File: config.mk
export PLATFORM = sky130hd
export DESIGN_NAME = neuron_mac_accumulator
export DESIGN_NICKNAME = d
export VERILOG_FILES = /design/src/rtl/neuron_mac_accumulator.sv
export SDC_FILE = /design/constraint.sdc
export NUM_CORES = 1
export LEC_CHECK = 0
export ABC_CLOCK_PERIOD_IN_PS = 4700
export BUFFER_PORTS_ARGS = -buffer_cell sky130_fd_sc_hd__buf_2
export CORE_MARGIN = 4
export CORE_UTILIZATION = 30
export CTS_BUF_LIST = sky130_fd_sc_hd__clkbuf_8 sky130_fd_sc_hd__clkbuf_16
export DETAILED_ROUTE_END_ITERATION = 10
export GPL_ROUTABILITY_DRIVEN = 0
export PLACE_DENSITY = 0.51
export SYNTH_ARGS = -nofsm -noshare
export SYNTH_HDL_FRONTEND = slang
export SYNTH_SLANG_ARGS = --single-unit
File: constraint.sdc
create_clock -name clk -period 4.7 [get_ports clk]
set_input_delay 0.47 -clock clk [delete_from_list [all_inputs] [get_ports clk]]
set_output_delay 0.47 -clock clk [all_outputs]
set_load 0.03 [all_outputs]
File: src/rtl/neuron_mac_accumulator.sv
// -----------------------------------------------------------------------------
// neuron_mac_accumulator
//   Sums N_INPUTS activation x weight products (Q4.13 x Q4.13 -> Q8.26) into
//   a 48-bit signed accumulator, adds a bias, and emits the result as 18-bit
//   sign-magnitude Q4.13 for the sigmoid stage. Out-of-range magnitudes are
//   saturated and flagged with overflow.
//
//   Build option: define NEURON_MAC_ROUND_EN to round half-up when
//   dropping the 13 low fraction bits. Without it the result is truncated
//   toward minus infinity.
// -----------------------------------------------------------------------------
module neuron_mac_accumulator #(
    parameter int N_INPUTS = 784,
    parameter int CNT_W    = 12
) (
    input  logic        clk,
    input  logic        rst,
    input  logic        start,
    input  logic [17:0] bias,
    input  logic        in_valid,
    output logic        in_ready,
    input  logic [17:0] in_act,
    input  logic [17:0] in_weight,
    output logic        out_valid,
    input  logic        out_ready,
    output logic [17:0] out_data,
    output logic        overflow,
    output logic        busy
);

    localparam int              ACC_W    = 48;
    localparam int              PROD_W   = 36;
    localparam int              FRAC_W   = 13;
    localparam logic [CNT_W-1:0] LAST_CNT = CNT_W'(N_INPUTS - 1);
    localparam logic [ACC_W-1:0] MAG_MAX  = ACC_W'(17'h1FFFF);

    typedef enum logic [2:0] {
        S_IDLE,
        S_ACC,
        S_DRAIN,
        S_FIN,
        S_HOLD
    } state_t;

    // Registered state
    state_t                    state_q,     state_d;
    logic                      in_ready_q,  in_ready_d;
    logic                      out_valid_q, out_valid_d;
    logic [17:0]               out_data_q,  out_data_d;
    logic                      overflow_q,  overflow_d;
    logic                      busy_q,      busy_d;
    logic [17:0]               bias_q,      bias_d;
    logic [ACC_W-1:0]          acc_q,       acc_d;
    logic [CNT_W-1:0]          cnt_q,       cnt_d;
    logic signed [PROD_W-1:0]  prod_q,      prod_d;
    logic                      prod_vld_q,  prod_vld_d;

    // Finalisation datapath (only consumed in FIN)
    logic signed [ACC_W-1:0]   sum_s;
    logic signed [ACC_W-1:0]   rnd_s;
    logic signed [ACC_W-1:0]   shr_s;
    logic [ACC_W-1:0]          mag;
    logic                      res_neg;
    logic [17:0]               fin_data;
    logic                      fin_ovf;
    logic signed [PROD_W-1:0]  beat_prod;
    logic                      beat_acc;

    // Signed 18x18 product, operands sign-extended so the 36-bit result is exact
    always_comb begin
        beat_prod = $signed({{18{in_act[17]}}, in_act}) *
                    $signed({{18{in_weight[17]}}, in_weight});
    end

    assign beat_acc = in_valid && in_ready_q;

    // Bias alignment, optional rounding, shift back to Q4.13 and sign-magnitude conversion
    always_comb begin
        sum_s = $signed(acc_q) +
                ($signed({{(ACC_W-18){bias_q[17]}}, bias_q}) <<< FRAC_W);
`ifdef NEURON_MAC_ROUND_EN
        rnd_s = sum_s + $signed(ACC_W'(1) << (FRAC_W - 1));
`else
        rnd_s = sum_s;
`endif
        shr_s   = rnd_s >>> FRAC_W;
        res_neg = shr_s[ACC_W-1];
        // A negative shr_s always has magnitude >= 1, so zero never gets sign 1.
        mag     = res_neg ? ACC_W'(-shr_s) : ACC_W'(shr_s);
        if (mag > MAG_MAX) begin
            fin_data = {res_neg, 17'h1FFFF};
            fin_ovf  = 1'b1;
        end else begin
            fin_data = {res_neg, mag[16:0]};
            fin_ovf  = 1'b0;
        end
    end

    // Next-state logic for the control FSM, product stage and accumulator
    always_comb begin
        // NOTE: every _d gets a default up front so no path through the case leaves it unassigned, which would infer a latch.
        state_d     = state_q;
        in_ready_d  = in_ready_q;
        out_valid_d = out_valid_q;
        out_data_d  = out_data_q;
        overflow_d  = overflow_q;
        bias_d      = bias_q;
        acc_d       = acc_q;
        cnt_d       = cnt_q;
        prod_d      = prod_q;
        prod_vld_d  = 1'b0;

        // Product stage drains into the accumulator one cycle after capture
        if (prod_vld_q) begin
            acc_d = acc_q + {{(ACC_W-PROD_W){prod_q[PROD_W-1]}}, prod_q};
        end

        unique case (state_q)
            S_IDLE: begin
                if (start) begin
                    bias_d     = bias;
                    acc_d      = '0;
                    cnt_d      = '0;
                    prod_vld_d = 1'b0;
                    in_ready_d = 1'b1;
                    state_d    = S_ACC;
                end
            end
            S_ACC: begin
                if (beat_acc) begin
                    prod_d     = beat_prod;
                    prod_vld_d = 1'b1;
                    cnt_d      = cnt_q + 1'b1;
                    if (cnt_q == LAST_CNT) begin
                        in_ready_d = 1'b0;
                        state_d    = S_DRAIN;
                    end
                end
            end
            S_DRAIN: begin
                state_d = S_FIN;
            end
            S_FIN: begin
                out_data_d  = fin_data;
                overflow_d  = fin_ovf;
                out_valid_d = 1'b1;
                state_d     = S_HOLD;
            end
            S_HOLD: begin
                if (out_ready) begin
                    out_valid_d = 1'b0;
                    state_d     = S_IDLE;
                end
            end
            default: begin
                state_d    = S_IDLE;
                in_ready_d = 1'b0;
            end
        endcase

        busy_d = (state_d != S_IDLE);
    end

    // State register with asynchronous reset; every output comes straight from a flop
    always_ff @(posedge clk or posedge rst) begin
        if (rst) begin
            // NOTE: sequential state uses <= so every flop samples pre-edge values regardless of statement order.
            state_q     <= S_IDLE;
            in_ready_q  <= 1'b0;
            out_valid_q <= 1'b0;
            out_data_q  <= '0;
            overflow_q  <= 1'b0;
            busy_q      <= 1'b0;
            bias_q      <= '0;
            acc_q       <= '0;
            cnt_q       <= '0;
            prod_q      <= '0;
            prod_vld_q  <= 1'b0;
        end else begin
            state_q     <= state_d;
            in_ready_q  <= in_ready_d;
            out_valid_q <= out_valid_d;
            out_data_q  <= out_data_d;
            overflow_q  <= overflow_d;
            busy_q      <= busy_d;
            bias_q      <= bias_d;
            acc_q       <= acc_d;
            cnt_q       <= cnt_d;
            prod_q      <= prod_d;
            prod_vld_q  <= prod_vld_d;
        end
    end

    assign in_ready  = in_ready_q;
    assign out_valid = out_valid_q;
    assign out_data  = out_data_q;
    assign overflow  = overflow_q;
    assign busy      = busy_q;

endmodule

# --- After elaboration in Yosys (flattened, before gate mapping) ---
# Index checks and enable logic that the tools add are counted.
op_classes:
  mux: 22
  n_addsub: 4
  mul: 1
  bitwise: 1
  order_cmp: 1
  n_reduce_logical: 11
  eq_ne: 9
ops:
  columns: ["cell", "n"]
  rows:
  - ["2-to-1 mux 48 bit", 4]
  - ["adder 48 x 31 -> 48 bit", 1]
  - ["adder 48 bit", 1]
  - ["greater-than comparator 48 x 17 -> 1 bit (second input constant)", 1]
  - ["negation 35 -> 48 bit", 1]
  - ["multiplier 18 x 18 -> 36 bit", 1]
  - ["2-to-1 mux 12 bit", 2]
  - ["case mux 12 bit (2 select lines)", 1]
  - ["2-to-1 mux 17 bit", 1]
  - ["case mux 3 bit (5 select lines)", 1]
  - ["adder 12 x 1 -> 12 bit (second input constant)", 1]
  - ["== test 12 x 10 -> 1 bit (second input constant)", 1]
  - ["2-to-1 mux 3 bit", 4]
  - ["!= test 2 bit (second input constant)", 4]
  - ["2-to-1 mux 1 bit", 7]
  - ["== test 3 x 2 -> 1 bit (second input constant)", 2]
  - ["AND reduction 2 bit", 3]
  - ["AND reduction 4 bit", 1]
  - ["nonzero test 2 bit", 2]
  - ["== test 3 x 1 -> 1 bit (second input constant)", 1]
  - ["== test 3 bit (second input constant)", 1]
  - ["logical NOT 3 bit", 1]
  - ["case mux 1 bit (3 select lines)", 1]
  - ["AND reduction 3 bit", 1]
  - ["other kinds (5)", 5]
word_totals:
  wordCells: 60
  register_bits: 140

# --- Longest topological paths before layout ---
depth:
  ltp_word: 5
  depth_mapped: 27
  ltp_nobuf: 26

# --- Worst setup path before layout ---
# OpenSTA, ideal clock, no wires.
synth_timing:
  kind: "input to register"
  start: "in in_weight[11]"
  end: "reg prod_q[32]"
  setup_ns: 0.083
  path_stages: 27
  t_arrival_ns: 6.615
  setup_slack_ns: -1.997
  cell_sequence: "clkbuf_1 > clkbuf_1 > nand2_1 > fa_1 > inv_1 > fa_1 > inv_1 > fa_1 > inv_1 > fa_1 > inv_1 > fa_1 > inv_1 > fa_1 > ha_1 > inv_1 > o21bai_1 > a21o_1 > a21o_1 > a21oi_1 > nor2b_1 > o31ai_1 > a2111oi_0 > o31ai_1 > nor3b_1 > a21oi_1 > o21ai_0"
synth_via:
  elab_chain_cells: 1
synth_rtl:
  columns: ["item", "line_no", "rtl"]
  rows:
  - ["start: declaration", "23", "input logic [17:0] in_weight,"]
  - ["multiplier 18 x 18 -> 36 bit", "71", "beat_prod = $signed({{18{in_act[17]}}, in_act}) *"]
  - ["end signal: assignment", "189", "prod_q <= prod_d;"]
  - ["end: declaration", "55", "logic signed [PROD_W-1:0] prod_q, prod_d;"]
# No other way between the ends.
# A chain may end at the register's enable or synchronous reset.

# --- Worst setup path in the final report ---
layout_timing:
  start: "in in_act[8]"
  end: "reg prod_q[30]"
layout_via:
  elab_chain_cells: 1
layout_rtl:
  columns: ["item", "line_no", "rtl"]
  rows:
  - ["start: declaration", "22", "input logic [17:0] in_act,"]
  - ["multiplier 18 x 18 -> 36 bit", "71", null]
# No other way between the ends.

==> flow_summary.ini <==
[sta]
period_share = 1.206
setup_slack_ps = -970.4
hold_violations = 0
finalClockSkew_ps = 7.312
setup_violations = 21
rsz0062_at_grt = true
min_period_ps = 5670
max_slew_margin = 0.4264
fmax_mhz = 176.4
hold_slack_ps = 156.8
worstMarginPinSlew_ps = 860.3
drv_slew = 0

[yosys]
synth_edf_count = 0
synth_area_leaders = fa_1 (29%), dfrtp_1 (15%), ha_1 (9.5%)
synth_seq_area_share = 0.1516
async_flop_share = 1.000
ys.flop_type = dfrtp_1
synth_fp_nets = 3207
ys_warn_count = 0
synth_cells = 2641
synth_top_cell_by_area = fa_1
ys_ff_latch = 140
ys_types = 94
syn_avg_cell_area_um2 = 8.750
yosysTopAreaCellShare = 0.2868
synth_area_um2 = 23110

[worst_setup_path]
crit_top_cell = fa_1
cp.depth = 25
critical-path-slowest-cell = fa_2
cp-start-kind = input port
crit_arrival_ps = 5980
critical-path-max-stage-delay_ps = 580
reg2reg_to = out_data[1]
path_max_fanout = 6
reg2reg_from = acc_q[20]
rr_worst_depth = 15
criticalPathCategory = input port to flop
worst-path-buf-inv = 5
cp.required_ps = 5010
path_delay_family = adder cells
crit_path_end_kind = flop
r2r_slack_ps = 250

[final_layout]
drive_above_1_share = 0.1938
regArea_um2 = 3508
fin_cells = 3920
area_growth_pct = 22.16
final_nets = 3444
antenna_cells = 0
design_area_um2 = 28230
multi_input_area_um2 = 18390
fillCellCount = 7794

[placement]
placed_area_um2 = 26340
dp.cells = 3848
dp_hpwl_mm = 50.72
pre_cts_slack_ps = -1704
io_buffers = 80

[clock_network]
cts.sinks = 140
insertion_delay_ps = 440
clk_pin_slew_ps = 60
clock_path_buffers = 2
cts_buffers = 17
htree_levels = 4
cts_root_buffer = clkbuf_16
ctsHoldBuffers = 0
cts_tree = yes

[status]
status = finished, violations left
violations = setup timing

[floorplanning]
die_height_um = 285.5
coreArea_um2 = 76200
die_w_um = 285.5
io_pins = 81
rows = 101
start_util = 0.3033
die_area_um2 = 81530

[route]
drc = 0
first_iter_violations = 867
drt.antenna.violating_nets = 0
vias = 18430
via_per_inst = 4.700
firstDrtPassIters = 5
wl_mm = 61.30
wire_per_inst_um = 15.64

[job]
drv_cap = 0

[global_routing]
grt_max_degree = 90
grtUsageTotal = 0.1501
grt_pass1_vias = 18820
overflow = 0
grt_first_pass_wirelength_mm = 101.1
antenna_found_initial = 0

[worst_hold_path]
holdCritPathClass = input port to asynchronous set/reset pin
## Yosys cell counts (all sizes together) (8+ instances only)
cell type	count
nor3	24
o21bai	11
o21ai	100
dfrtp	140
inv	394
a2111oi	8
o21a	15
o31ai	16
nor2b	30
and2	126
nor4	8
a21o	58
xnor2	77
o211ai	17
and3	14
fa	331
nand4	22
and4	8
a31oi	33
nand2b	21
ha	176
nand3	39
or3	17
nor2	144
nand2	375
xor2	45
clkbuf	95
buf	16
mux2i	41
a211oi	19
a21oi	115
## cells by family after synthesis
kind of cell    share of synthesized area
xor+xnor                          0.04689
simple gates                       0.1804
buf+inv                           0.08495
compound gates                     0.1354
mux                               0.01873
fa+ha+maj                          0.3820
flops                              0.1516
## worst max-delay path by stage
stage                    from    endpoint  slack (ps)
floorplan           in_act[8]  prod_q[33]       -1210
global placement    in_act[9]  prod_q[33]       -1650
detailed placement  in_act[9]  prod_q[33]       -1700
CTS                 in_act[7]  prod_q[30]        -920
global route        in_act[8]  prod_q[30]       -1220
finish              in_act[8]  prod_q[30]        -970
## routing by layer
layer  global-route usage  up-vias  wire length (µm)
met3             0.008685       42              1357
met4              0.03282        0               867
met2               0.2494      243             29200
met1               0.2164     9072             29880
met5                    0        -                 0
li1                     -     9068                 -
## worst reg2reg max path, delay by kind of cell, from the launching register on
kind / cells / cell delay, ps
buffers and inverters: 2 / 440
and+or+nand+nor: 7 / 1350
AOI/OAI and AO/OA: 5 / 1660
adders and majority gates: 1 / 410
DFF: 1 / 450
## flip-flops by register name, indices dropped and copies added, names as in the netlist
register	count
acc_q	48
cnt_q	12
prod_q	36
in_ready	1
out_data	18
out_valid	1
busy	1
bias_q	18
overflow	1
state_q	3
prod_vld_q	1
## final cells by class
cell class | instances | area share
Sequential cell | 140 | 0.1243
Multi-Input combinational cell | 1994 | 0.6514
Clock buffer | 20 | 0.01653
Timing Repair Buffer | 331 | 0.1051
Tap cell | 1030 | 0.04565
Inverter | 394 | 0.05274
Clock inverter | 11 | 0.004255
## repair_timing
action | in CTS | in global routing
setup endpoints to repair | 24 | 41
pin swaps | 68 | 84
resized for setup | 176 | 71
hold endpoints to repair | 0 | 0
buffers inserted | 22 | 18
gates cloned | 1 | 2
## through the flow
| step | utilization | setup TNS [ps] |
|---|---|---|
| global route | 0.3705 | -20590 |
| finish | 0.3705 | -15850 |
| detailed placement | 0.3457 | -33140 |
| CTS | 0.3642 | -14570 |
| floorplan | - | -18640 |
| global placement | 0.3457 | -32140 |
## placed cells by master, fill, tap and decap left out, drive strengths merged, types with 19 or more instances in the layout
cell,synthesis,routed
clkbuf,95,22
nor2b,30,30
ha,176,176
xnor2,77,77
a31oi,33,33
a21oi,115,115
nor3,24,24
fa,331,331
nand3,39,39
nand2,375,375
a211oi,19,19
nand2b,21,21
mux2i,41,41
inv,394,400
o21ai,100,100
nand4,22,22
a21o,58,58
xor2,45,45
and2,126,126
dfrtp,140,140
buf,16,328
nor2,144,144
Power is left out: the tool's default activity adds up to more than one toggle a clock period on the data nets, which glitch-free logic cannot reach.
